[src/rtl/ps2_make_filter.sv]
// ps2_make_filter: strips E0/F0 prefixes and control bytes from PS/2 scan bytes, suppresses typematic repeats
//   clk_i          system clock, rising edge
//   rst_i          asynchronous active-low reset
//   scan_i         received scan byte, qualified by scan_valid_i
//   scan_valid_i   one-cycle strobe for scan_i
//   key_o          scan code of the last make/release event
//   key_ext_o      that event carried the E0 prefix
//   key_valid_o    one-cycle make strobe
//   key_release_o  one-cycle release strobe
//   held_o         a key is currently held
module ps2_make_filter #(
  parameter int TIMEOUT_CYCLES = 2_000_000,
  parameter int CNT_W = 21,
  parameter bit SUPPRESS_REPEAT = 1'b1
) (
  input  logic       clk_i,
  input  logic       rst_i,
  input  logic [7:0] scan_i,
  input  logic       scan_valid_i,
  output logic [7:0] key_o,
  output logic       key_ext_o,
  output logic       key_valid_o,
  output logic       key_release_o,
  output logic       held_o
);
  // bit 0 = E0 seen, bit 1 = F0 seen
  localparam logic [1:0] IDLE = 2'd0, EXT = 2'd1, BRK = 2'd2, EXT_BRK = 2'd3;
  logic [1:0] st, st_n;
  logic [CNT_W-1:0] cnt;
  logic [8:0] held_key;
  logic is_e0, is_f0, is_ctrl, plain, hit, do_make, do_brk, expired;
  always_comb begin
    is_e0 = scan_i == 8'hE0;
    is_f0 = scan_i == 8'hF0;
    is_ctrl = scan_i inside {8'h00, 8'hAA, 8'hE1, 8'hEE, 8'hFA, 8'hFE, 8'hFF};
    plain = scan_valid_i && !is_e0 && !is_f0 && !is_ctrl;
    hit = SUPPRESS_REPEAT && held_o && held_key == {st[0], scan_i};
    do_make = plain && !st[1] && !hit;
    do_brk = plain && st[1];
    expired = st != IDLE && cnt == CNT_W'(TIMEOUT_CYCLES - 1);
    // an arriving byte always takes precedence over an expiring timeout
    st_n = !scan_valid_i ? (expired ? IDLE : st) :
           st[1] ? IDLE :
           is_f0 ? (st[0] ? EXT_BRK : BRK) :
           is_e0 ? EXT : IDLE;
  end
  always_ff @(posedge clk_i or negedge rst_i) begin
    if (!rst_i) begin
      st <= IDLE;
      cnt <= '0;
      key_o <= 8'h00;
      key_ext_o <= 1'b0;
      key_valid_o <= 1'b0;
      key_release_o <= 1'b0;
      held_o <= 1'b0;
      held_key <= 9'h000;
    end else begin
      st <= st_n;
      cnt <= (scan_valid_i || st_n == IDLE) ? '0 : cnt + 1'b1;
      key_valid_o <= do_make;
      key_release_o <= do_brk;
      if (do_make || do_brk) begin
        key_o <= scan_i;
        key_ext_o <= st[0];
      end
      if (do_make) begin
        held_o <= 1'b1;
        held_key <= {st[0], scan_i};
      end else if (do_brk && held_key == {st[0], scan_i}) begin
        held_o <= 1'b0;
      end
    end
  end
endmodule
[config.mk]
export PLATFORM = sky130hd
export DESIGN_NAME = ps2_make_filter
export DESIGN_NICKNAME = d
export VERILOG_FILES = /design/src/rtl/ps2_make_filter.sv
export SDC_FILE = /design/constraint.sdc
export NUM_CORES = 1
export LEC_CHECK = 0
export CORE_ASPECT_RATIO = 1.4
export CORE_UTILIZATION = 35
export DETAILED_ROUTE_END_ITERATION = 8
export PLACE_DENSITY = 0.64
export SLEW_MARGIN = 10
export SYNTH_ARGS = -nofsm -noshare
export SYNTH_HDL_FRONTEND = slang
export SYNTH_SLANG_ARGS = --single-unit
[constraint.sdc]
create_clock -name clk_i -period 2 [get_ports clk_i]
set_clock_uncertainty 0.2 [all_clocks]
set_input_delay 0.4 -clock clk_i [delete_from_list [all_inputs] [get_ports clk_i]]
set_output_delay 0.4 -clock clk_i [all_outputs]
set_load 0.02 [all_outputs]
==> results.yml, run 1 <==
outcome:
  status: "complete, but fails checks"
  violations: "setup timing"
route:
  wire_per_inst_um: 14.9
  first_iter_violations: 85
  ant_nets: 0
  routed_wl_um: 4890
  firstDrtPassIters: 4
  routed_via_density: 5.08
  vias: 1665
  post-route-drc-count: 0
hold_path:
  holdPathEnd: "key_o[2]"
  min-delay-start: "scan_i[2]"
  hold_path.class: "in2reg"
  hold_depth: 3
sta:
  post-route-period-util: 1.11
  holdWs_ns: 0.247
  rsz0062_at_grt: "true"
  finalMaxSlewViolations: 0
  worst_pin_slew_ns: 0.508
  clock.fmax_ghz: 0.452
  fin_tns_setup_ns: -6.29
  finalHoldViolations: 0
  setup_viol: 41
  min_period_ns: 2.21
  finalWorstSetupSlack_ns: -0.214
  slew_headroom: 0.662
cells_and_area:
  n_antenna_cell: 0
  syn_to_final_growth_pct: 46.5
  drive_above_1_share: 0.442
  multiInputGateArea_sq_mm: 0.00119
  layout.nets: 269
  regArea_sq_mm: 0.00110
  nFillCells: 507
yosys:
  synth.avg_cell_area_sq_um: 11.3
  synthAdderAreaFrac: 0.00581
  yosysTopAreaCellShare: 0.511
  synth_area_leaders: "dfrtp_1 (51%), mux2_4 (6.3%), xnor2_1 (6.1%)"
  synth_commonest_cells: "dfrtp_1 (44), nor2_1 (27), xnor2_1 (15)"
  synthCells: 190
  synthesis.area_sq_mm: 0.00215
  synth_top_family_by_area: "simple AND/OR/NAND/NOR gates"
  ys_seq_area_frac: 0.511
  synthSimpleGateAreaFrac: 0.199
  ys_types: 36
  yosysWarnings: 0
  ys_async_sr_fraction: 1.00
  synth_ff_type: "dfrtp_1"
  synth.mux.area_fraction: 0.110
  synthMostInstantiatedCell: "dfrtp_1"
  synth_nets: 202
  synth_xor_area_frac: 0.114
  synth_edf_count: 0
  synth.ff_latch_count: 44
  synth_compound_area_frac: 0.0302
  synth_top_area_cell: "dfrtp_1"
power:
  switching_share: 0.233
  powerDensity_mw_per_mm2: 607
  p_leak_nw: 1.32
  pwr-share-seq: 0.498
  pwr-share-comb: 0.155
  intPower_mw: 1.47
  vdd_ir_drop_max_mv: 0.348
  net-switching-power_mw: 0.446
  p_clk_frac: 0.347
global_routing:
  grt_pass1_vias: 1676
  grt-ovfl-total: 0
  grt_antenna_before_repair: 0
  grt_use_met2: 0.299
  grtUsageMet1: 0.183
  grtUsageMet3: 0.0338
  grt_max_degree: 24
  grt_pass1_wl_um: 7950
  grt_usage: 0.166
  busiest_layer: "met2"
critical_path:
  setup.worst_path.start_class: "input pin"
  r2r-start: "cnt[7]"
  cp_cell_sequence: "buf_8, buf_6, or4b_4, a211oi_4, or4_4, or3_4, buf_6, mux2_4"
  crit_top_cell: "buf_6"
  critPathCaptureType: "register"
  rr_endpoint: "cnt[10]"
  critical_path.max_stage_delay_ns: 0.54
  worstSetupPathType: "in2reg"
  cp_data_required_time_ns: 1.99
  cp.arrival_ns: 2.20
  r2r_setup_slack_ns: -0.15
  cp_slowest_cell: "or4_4"
  crit_path_max_fanout: 5
  cp_num_buf_inv: 3
  reg2regPathDepth: 7
  path_delay_family: "simple AND/OR/NAND/NOR gates"
clock_network:
  cts_tree: "built"
  clk_latency_ns: 0.29
  cts_buffer_depth: 2
  cts_inserted_buffers: 5
  root_buffer: "clkbuf_8"
  htree_levels: 2
  clk_pin_slew_ns: 0.08
  clock-sinks: 44
placement:
  portBuffers: 22
  gp_congestion: 0.806
  hpwl_um: 3400
floorplan:
  dieHeight_um: 94.8
  die_area_sq_mm: 0.00648
  ios: 23
  rows: 33
  core_area_sq_mm: 0.00590
  start_util: 0.365
  die_w_um: 68.3
run:
  cap_violations: 0
how the worst max path moves through the flow:
| stage | start | end | slack (ns) | cells past startpoint |
|---|---|---|---|---|
| floorplan | scan_i[1] | held_key[0] | -0.35 | 7 |
| global placement | scan_i[4] | held_key[6] | -0.93 | 7 |
| detailed placement | scan_i[4] | held_key[6] | -0.96 | 7 |
| CTS | scan_i[0] | held_key[7] | -0.22 | 8 |
| global route | scan_i[2] | held_key[5] | -0.24 | 8 |
| finish | scan_i[0] | held_key[5] | -0.21 | 8 |
per-layer routing:
metal	vias up	wire length, um
li1	806	-
met3	9	166
met4	0	85
met2	37	2690
met5	-	0
met1	813	1950
placed cells by master (no fill, tap or decap), types with 2 or more instances in the layout:
| master | synthesis | final |
|---|---|---|
| dfrtp_1 | 44 | 44 |
| buf_4 | 2 | 31 |
| xnor2_1 | 15 | 15 |
| nor2_4 | 0 | 15 |
| xor2_1 | 13 | 13 |
| buf_6 | 1 | 13 |
| clkdlybuf4s50_1 | 0 | 12 |
| nand3_1 | 11 | 10 |
| mux2_4 | 9 | 10 |
| nand4_1 | 9 | 9 |
| mux2_2 | 9 | 8 |
| nor2_1 | 27 | 7 |
| and3_1 | 5 | 5 |
| nand2_1 | 5 | 5 |
| nor2_2 | 0 | 5 |
| clkbuf_8 | 0 | 5 |
| buf_2 | 4 | 5 |
| or4_4 | 1 | 4 |
| nand4b_1 | 3 | 3 |
| and4_1 | 3 | 3 |
| inv_1 | 3 | 3 |
| buf_8 | 0 | 3 |
| or4b_4 | 0 | 2 |
| a22o_1 | 2 | 2 |
| o21ai_2 | 0 | 2 |
| nor3_1 | 2 | 2 |
| buf_12 | 0 | 2 |
area by class of cell:
| type | instances | share of cell area |
|---|---|---|
| clock buffer | 6 | 0.0230 |
| multi-input combinational | 134 | 0.378 |
| inverter | 3 | 0.00357 |
| timing repair buffer | 69 | 0.208 |
| sequential | 44 | 0.349 |
| clock inverter | 2 | 0.0111 |
| tap | 70 | 0.0278 |
kinds of logic (layout without fill, tap and decap cells):
kind of cell | Yosys count | after routing
AOI/OAI and AO/OA | 9 | 9
xor gates and xnor gates | 28 | 28
adders and majority gates | 1 | 1
buffers and inverters | 12 | 80
DFF | 44 | 44
muxes | 18 | 18
and+or+nand+nor | 78 | 78
flip-flops by register name, indices dropped and copies added, names as in the netlist:
name           flops
key_ext_o          1
key_valid_o        1
held_o             1
cnt               21
key_release_o      1
st                 2
key_o              8
held_key           9
worst reg2reg max path, delay by kind of cell (launching register included):
kind / cells / cell delay [ns]
buffers and inverters: 2 / 0.29
AOI/OAI and AO/OA: 2 / 0.26
DFF: 1 / 0.39
and+or+nand+nor: 3 / 0.91
through the flow:
| step | util | cell area (sq um) | instances | power [mW] | setup WS [ns] |
|---|---|---|---|---|---|
| after floorplan | - | 2200 | 190 | 1.12 | -0.349 |
| after global placement | 0.459 | 2710 | 310 | 1.25 | -0.935 |
| after detailed placement | 0.459 | 2710 | 310 | 1.25 | -0.960 |
| after CTS | 0.517 | 3050 | 328 | 1.94 | -0.216 |
| after global routing | 0.534 | 3160 | 328 | 2.01 | -0.235 |
| final | 0.534 | 3160 | 328 | 1.92 | -0.214 |
repair_timing:
| action | in CTS | in global routing |
|---|---|---|
| hold endpoints to repair | 21 | 0 |
| endpoints found under the setup margin | 44 | 41 |
| hold buffers | 1 | 0 |
| pin swaps | 10 | 26 |
| buffers inserted | 6 | 3 |
| gates resized for setup | 67 | 42 |
| gates cloned | 3 | 0 |
power groups by stage:
stage | Clock [mW] | Combinational, mW | Sequential [mW]
final | 0.664 | 0.296 | 0.954
after global routing | 0.728 | 0.318 | 0.961
after CTS | 0.695 | 0.292 | 0.954
after detailed placement | 0 | 0.278 | 0.972
after global placement | 0 | 0.274 | 0.972
after floorplan | 0 | 0.122 | 0.995
No activity file was read; power rests on OpenSTA's default activity.
==> run 2, diff against run 1 <==
--- a/config.mk
+++ b/config.mk
@@ -5,10 +5,11 @@
 export SDC_FILE = /design/constraint.sdc
 export NUM_CORES = 1
 export LEC_CHECK = 0
+export ABC_AREA = 1
 export CORE_ASPECT_RATIO = 1.4
 export CORE_UTILIZATION = 35
 export DETAILED_ROUTE_END_ITERATION = 8
-export PLACE_DENSITY = 0.64
+export PLACE_DENSITY = 0.63
 export SLEW_MARGIN = 10
 export SYNTH_ARGS = -nofsm -noshare
 export SYNTH_HDL_FRONTEND = slang
==> results.yml, run 2 <==
yosys:
  synth_top_family_by_area: "simple AND/OR/NAND/NOR gates"
  synth.ff_latch_count: 44
  yosysTopAreaCellShare: 0.450
  ys_seq_area_frac: 0.450
  synth.avg_cell_area_sq_um: 7.70
  synth_edf_count: 0
  synth_area_leaders: "dfrtp_1 (45%), nand2_1 (16%), nor2_1 (5.8%)"
  synthSimpleGateAreaFrac: 0.374
  synth_top_area_cell: "dfrtp_1"
  synthMostInstantiatedCell: "nand2_1"
  synth_commonest_cells: "nand2_1 (107), dfrtp_1 (44), nor2_1 (38)"
  ys_types: 26
  ys_async_sr_fraction: 1.00
  synthCells: 318
  synthAdderAreaFrac: 0.00511
  synth_xor_area_frac: 0.0715
  synth_nets: 330
  synthesis.area_sq_mm: 0.00245
  synth.mux.area_fraction: 0
  synth_compound_area_frac: 0.0230
  yosysWarnings: 0
  synth_ff_type: "dfrtp_1"
placement:
  portBuffers: 22
  hpwl_um: 4060
  place_area_sq_mm: 0.00293
  place_inst: 449
  gp_congestion: 0.864
  dp_worst_setup_slack_ns: -0.405
cells_and_area:
  final_cell_mix: "nand2_1 (107), dfrtp_1 (44), nor2_1 (36), inv_1 (32), buf_4 (21)"
  layout_commonest_cell: "nand2_1"
  reg_top3: "cnt (21), held_key (9), key_o (8)"
  layout.nets: 378
  design_area_sq_mm: 0.00312
  final_cell_count_no_fill: 459
  nFillCells: 699
  syn_to_final_growth_pct: 27.2
  largest_register_ffs: 21
  multiInputGateArea_sq_mm: 0.00119
  regArea_sq_mm: 0.00110
  drive_above_1_share: 0.185
  n_antenna_cell: 0
  regMostFlops: "cnt"
clock_network:
  htree_levels: 2
  clk_latency_ns: 0.30
  cts_buffer_depth: 2
  cts_inserted_buffers: 5
  cts_tree: "built"
  clk_pin_slew_ns: 0.08
  clock-sinks: 44
  root_buffer: "clkbuf_8"
sta:
  finalHoldViolations: 0
  post-route-period-util: 0.969
  min_period_ns: 1.94
  clock.fmax_ghz: 0.516
  slew_headroom: 0.658
  worst_pin_slew_ns: 0.514
  finalWorstSetupSlack_ns: 0.0617
  rsz0062_at_grt: "false"
  setup_viol: 0
  finalMaxSlewViolations: 0
route:
  wire_per_inst_um: 11.4
  vias: 2079
  firstDrtPassIters: 4
  post-route-drc-count: 0
  ant_nets: 0
  routed_wl_um: 5220
  routed_via_density: 4.53
  first_iter_violations: 56
critical_path:
  critical_path.max_stage_delay_ns: 0.63
  r2r-start: "cnt[0]"
  cp.arrival_ns: 1.34
  setup.worst_path.start_class: "register"
  crit_path_max_fanout: 4
  cp_slowest_cell: "clkdlybuf4s50_1"
  cp_num_buf_inv: 1
  worstSetupPathType: "reg2out"
  path_delay_family: "buffers and inverters"
  cp_data_required_time_ns: 1.40
  critPathCaptureType: "output pin"
  cp_cell_sequence: "clkdlybuf4s50_1"
  setup.worst_path.start: "held_o"
outcome:
  status: "finished, final reports clean"
floorplan:
  die_w_um: 72.7
  core_area_sq_mm: 0.00666
  die_area_sq_mm: 0.00734
  rows: 35
  start_util: 0.368
  dieHeight_um: 101
  ios: 23
global_routing:
  grt_antenna_before_repair: 0
  grt-ovfl-total: 0
  grt_pass1_wl_um: 9160
  grt_max_degree: 23
  grt_usage: 0.163
  grt_pass1_vias: 2062
power:
  p_leak_nw: 1.54
  finalPower_mw: 1.94
  powerDensity_mw_per_mm2: 624
  vdd_ir_drop_max_mv: 0.401
hold_path:
  min-delay-start: "scan_i[1]"
  hold_path.class: "in2reg"
run:
  cap_violations: 0
==> run 2: cell types whose count changed in the layout (fill, tap and decap cells not counted), sizes merged, moves of 5 or more <==
cell	delta
nor2	+25
nand2	+106
xnor2	-9
nor3	+8
or4	-5
mux2	-18
buf	-30
and3	-5
nand3	+12
inv	+34
dlymetal6s2s	+5
==> run 2: area by class of cell <==
type	instances	area share
Multi-Input combinational cell	231	0.381
Inverter	37	0.0446
Clock inverter	2	0.0124
Clock buffer	6	0.0265
Timing Repair Buffer	47	0.145
Sequential cell	44	0.353
Tap cell	92	0.0369
==> run 2: repair_timing <==
| action | CTS | global route |
|---|---|---|
| hold buffers | 1 | 0 |
| hold endpoints to repair | 20 | 0 |
| setup buffers | 1 | 0 |
| setup endpoints to repair | 34 | 42 |
| pin swaps | 1 | 0 |
| resized for setup | 6 | 8 |
==> run 2: where the power goes <==
| group | internal [mW] | total [mW] | leakage [nW] | switching, mW |
|---|---|---|---|---|
| Sequential | 0.926 | 0.952 | 0.579 | 0.0264 |
| Combinational | 0.120 | 0.271 | 0.904 | 0.150 |
| Clock | 0.409 | 0.720 | 0.0614 | 0.311 |
| Total | 1.46 | 1.94 | 1.54 | 0.488 |
==> run 2: final timing paths <==
path	end	slack (ns)	cells after the start
max	held_o	0.06	1
min	held_key[1]	0.26	3
max reg2reg	cnt[2]	0.13	9
min reg2reg	cnt[0]	0.29	1
max in group asynchronous	cnt[16]	0.63	3
min in group asynchronous	key_o[7]	0.41	2
==> run 2: cell families (layout without fill, tap and decap cells) <==
| group | Yosys count | after routing |
|---|---|---|
| AO/OA/AOI/OAI | 6 | 6 |
| XOR/XNOR | 20 | 20 |
| adder cells (fa/ha/maj) | 1 | 1 |
| buffers and inverters | 43 | 92 |
| flip-flops | 44 | 44 |
| AND/OR/NAND/NOR | 204 | 204 |
==> run 2: routing by layer <==
| metal | vias to the layer above | part of all wire | track usage |
|---|---|---|---|
| met1 | 962 | 0.40 | 0.178 |
| li1 | 1076 | - | - |
| met3 | 9 | 0.021 | 0.0240 |
| met4 | 0 | 0.028 | 0.0679 |
| met5 | - | 0 | 0 |
| met2 | 32 | 0.55 | 0.308 |
==> run 2: metrics by stage <==
step	TNS, ns	util	hold slack (ns)
after floorplan	0	-	-0.0956
after global placement	-13.56	0.440	0.211
after detailed placement	-14.90	0.440	0.211
after CTS	0	0.464	0.291
after global routing	0	0.468	0.271
final	0	0.468	0.259
